## src/rtl/mux8_rr_scheduler.sv

```systemverilog
// Round-robin arbiter for a shared 8:1 mux path. One requester owns the path per grant;
// a grant ends on done, on its request dropping, or after MAX_HOLD cycles.
module mux8_rr_scheduler #(
  parameter int unsigned MAX_HOLD = 15
) (
  input  logic       clk,
  input  logic       rst_n,
  input  logic [7:0] req,
  input  logic       done,
  input  logic [7:0] d,
  output logic [2:0] sel,
  output logic [7:0] gnt,
  output logic       valid,
  output logic       y,
  output logic       tout
);

  localparam logic [7:0] HoldLast = 8'(MAX_HOLD - 1);

  typedef enum logic {StIdle, StGrant} state_e;

  state_e     state_q, state_d;
  logic [2:0] ptr_q, ptr_d;
  logic [2:0] sel_q, sel_d;
  logic [7:0] gnt_q, gnt_d;
  logic       valid_q, valid_d;
  logic       tout_q, tout_d;
  logic [7:0] hold_q, hold_d;

  logic [15:0] req_dbl;
  logic [7:0]  req_rot;
  logic [2:0]  pick_off;
  logic [2:0]  pick;
  logic        keep;
  logic        timeout;

  // Rotate requests so bit 0 is the current highest-priority index.
  assign req_dbl = {req, req};
  assign req_rot = req_dbl[ptr_q +: 8];

  always_comb begin
    pick_off = 3'd0;
    for (int i = 7; i >= 0; i--) begin
      if (req_rot[i]) pick_off = 3'(i);
    end
  end

  assign pick    = ptr_q + pick_off;
  assign keep    = req[sel_q] & ~done;
  assign timeout = (hold_q == HoldLast);

  always_comb begin
    state_d = state_q;
    ptr_d   = ptr_q;
    sel_d   = sel_q;
    gnt_d   = gnt_q;
    valid_d = valid_q;
    tout_d  = 1'b0;
    hold_d  = hold_q;
    unique case (state_q)
      StIdle: begin
        gnt_d   = 8'h00;
        valid_d = 1'b0;
        if (req != 8'h00) begin
          sel_d   = pick;
          gnt_d   = 8'h01 << pick;
          valid_d = 1'b1;
          hold_d  = 8'h00;
          state_d = StGrant;
        end
      end
      StGrant: begin
        if (!keep || timeout) begin
          gnt_d   = 8'h00;
          valid_d = 1'b0;
          ptr_d   = sel_q + 3'd1;
          // Timeout flag only when the grantee still wanted the path.
          tout_d  = keep;
          state_d = StIdle;
        end else begin
          hold_d = hold_q + 8'd1;
        end
      end
    endcase
  end

  always_ff @(posedge clk or negedge rst_n) begin
    if (!rst_n) begin
      state_q <= StIdle;
      ptr_q   <= 3'd0;
      sel_q   <= 3'd0;
      gnt_q   <= 8'h00;
      valid_q <= 1'b0;
      tout_q  <= 1'b0;
      hold_q  <= 8'h00;
    end else begin
      state_q <= state_d;
      ptr_q   <= ptr_d;
      sel_q   <= sel_d;
      gnt_q   <= gnt_d;
      valid_q <= valid_d;
      tout_q  <= tout_d;
      hold_q  <= hold_d;
    end
  end

  assign sel   = sel_q;
  assign gnt   = gnt_q;
  assign valid = valid_q;
  assign tout  = tout_q;
  assign y     = valid_q ? d[sel_q] : 1'b0;

endmodule
```

## config.mk

```make
export PLATFORM = sky130hd
export DESIGN_NAME = mux8_rr_scheduler
export DESIGN_NICKNAME = d
export VERILOG_FILES = /design/src/rtl/mux8_rr_scheduler.sv
export SDC_FILE = /design/constraint.sdc
export NUM_CORES = 1
export LEC_CHECK = 0
export CAP_MARGIN = 5
export CORE_MARGIN = 2
export CORE_UTILIZATION = 45
export CTS_CLUSTER_SIZE = 8
export DETAILED_ROUTE_END_ITERATION = 16
export GPL_TIMING_DRIVEN = 0
export PLACE_DENSITY = 0.76
export SLEW_MARGIN = 15
export SYNTH_ARGS = -nofsm -noshare
export SYNTH_HDL_FRONTEND = slang
export SYNTH_SLANG_ARGS = --single-unit
```

## constraint.sdc

```tcl
create_clock -name clk -period 5.5 [get_ports clk]
set_input_delay 1.375 -clock clk [delete_from_list [all_inputs] [get_ports clk]]
set_output_delay 1.375 -clock clk [all_outputs]
set_load 0.05 [all_outputs]
```

==> metrics.txt <==
status=completed; Boundary Pins=33; clock root cell=clkbuf_8; CP endpoint kind=output pin; final antenna diode count=0; Worst Tran Pin Value=0.843 ns; syn avg cell area=10.5 sq um; DRC viols=0; Worst Path Required=4.12 ns; total number of vias=1582; clk slew on worst S/H paths=0.08 ns; die area=4850 sq um; TritonCTS Buffers=3; DP Area=2320 sq um; clk_lat worst skew=0.27 ns; CTS resizes=0; commonest cells after routing, fill and taps aside=clkdlybuf4s50_1, dfrtp_1, nor2_1; fin crit period=4.55 ns; filler cell count=361; WP data arrival=3.17 ns; period utilization=0.827; CTS tree=done; synthesized area=1940 sq um; final setup violation count=0; predominant post-synthesis flop cell=dfrtp_1; I/O Buffers=32; RSZ-0062 raised after global routing=false; most common cell after layout, fill and taps aside=clkdlybuf4s50_1; multi-input logic area=1240 sq um; Seq/Total Area, Yosys=0.323; Mapped Cells=184; post-CTS setup buffers=0; first-pass GRT wire length=7.14 mm; pin count of the biggest net entering global routing=26; Synth area leader=dfrtp_1; Tot Pwr=1260 uW; final WL=4.23 mm; Slew Viols, Final=0; CP startpoint kind=input port; minimum hold slack=0.481 ns; yosys warns=0; CP Class=in -> out; Max transition margin=0.430; core area=4090 sq um; final instance area=2360 sq um; vias in the first global route=1500; Hold Crit Class=reg -> reg; #FFs+latches synth=25; Finished Layout Cells=270; # rows=23; clock skew=0.00179 ns; Layout Nets=245; die width=69.7 um; Pwr Density=532 nW/um^2; routability cong.=0.862; overall global routing resource usage=0.181; hold buffers post-CTS=0; Post-synth EDFFs=0; Post-Place Cells=266; Detail Route Antenna Nets=0; setup TNS=0 ns; DR iter-0 viols=136; Synth top area share=0.323; starting density of the core=0.475; H-tree level count=1; Synth Net Count=208; leakage power=0.00103 uW; share of flip-flops with an asynchronous set or reset=1.00; layout cell share with drive strength beyond 1=0.132; Synth cell types=46; drt first pass iters=4; register area=626 sq um; clock tree buffer depth=2; FMAX=0.220 GHz; largest fanout on the critical path=1; dpl hpwl=3.17 mm; final hold vios=0; max-cap violations=0; grt total ovfl=0; average routed wire per standard cell=15.7 um; VDD IR max=0.000273 V; Die Y=69.7 um; initial antenna violation count=0; Synth area leaders=dfrtp_1, mux4_1, mux2i_1; Via density=5.86; Area Growth Syn to Fin=21.9%; Sink Count=25
critical path, stage by stage:
cell             delay (ns)
clkdlybuf4s50_1        0.39
mux4_2                 0.47
mux2i_1                0.18
nor2b_1                0.06
clkdlybuf4s50_1        0.70
registers in the layout (all words and copies together), names as in the netlist:
name and cells:
gnt 8, hold_q 8, tout 1, ptr_q 3, valid 1, sel 3, state_q 1
metrics by stage:
stage	utilization	worst slack [ns]
after floorplan	-	1.73
after global placement	0.568	0.833
after detailed placement	0.568	0.801
after CTS	0.580	0.951
after global routing	0.578	0.865
final	0.578	0.951
final timing paths:
| check | from | to | slack [ns] | depth (start not counted) |
|---|---|---|---|---|
| max in group asynchronous | rst_n | state_q$_DFF_PN0_ | 4.04 | 1 |
| worst min-delay path | gnt[7]$_DFFE_PN0P_ | gnt[7]$_DFFE_PN0P_ | 0.48 | 2 |
| worst min register to register | gnt[7]$_DFFE_PN0P_ | gnt[7]$_DFFE_PN0P_ | 0.48 | 2 |
| worst max-delay path | d[7] | y | 0.95 | 5 |
| min in group asynchronous | rst_n | gnt[6]$_DFFE_PN0P_ | 1.08 | 1 |
| worst max register to register | ptr_q[1]$_DFFE_PN0P_ | gnt[1]$_DFFE_PN0P_ | 1.81 | 13 |
where the power goes:
group | internal (uW) | switching, uW | total (uW)
logic | 364 | 504 | 868
clock network | 50.6 | 56.7 | 107
registers | 234 | 46.8 | 281
synth_stat cells, types with 2 or more instances:
library cell / number
nor3_1: 2
mux4_1: 11
o31ai_1: 3
dfrtp_1: 25
o21ai_0: 9
a21oi_1: 10
nor2_1: 22
ha_1: 4
mux2_2: 5
nand3_1: 3
buf_2: 2
inv_1: 7
a22o_2: 3
nand2_1: 19
and3_1: 3
mux4_2: 4
mux2i_1: 10
clkbuf_1: 5
nand4_1: 5
nor2b_1: 2
xor2_1: 5
layer usage:
layer	part of all wire	wire length, um	vias to the layer above	global-route usage
met3	0.028	119	2	0.0320
met4	0.0028	12	0	0.0321
li1	-	-	774	-
met1	0.46	1970	775	0.248
met2	0.50	2130	31	0.308
met5	0	0	-	0
layout make-up:
type,count,area share
multi-input cells,142,0.524
flip-flops and latches,25,0.265
repair buffers,32,0.133
well taps,50,0.0265
clock buffers,3,0.0175
clock inverters,1,0.00212
plain buffers,9,0.0185
inverters,8,0.0138
kinds of logic (layout without fill, tap and decap cells):
group,Yosys count,count (layout),synth area share
AOI/OAI and AO/OA,36,36,0.132
xor gates and xnor gates,7,7,0.0355
adders and majority gates,5,5,0.0361
buffers and inverters,17,53,0.0394
DFF,25,25,0.323
muxes,30,30,0.276
and+or+nand+nor,64,64,0.158
Power figures use the tool's default switching activity.
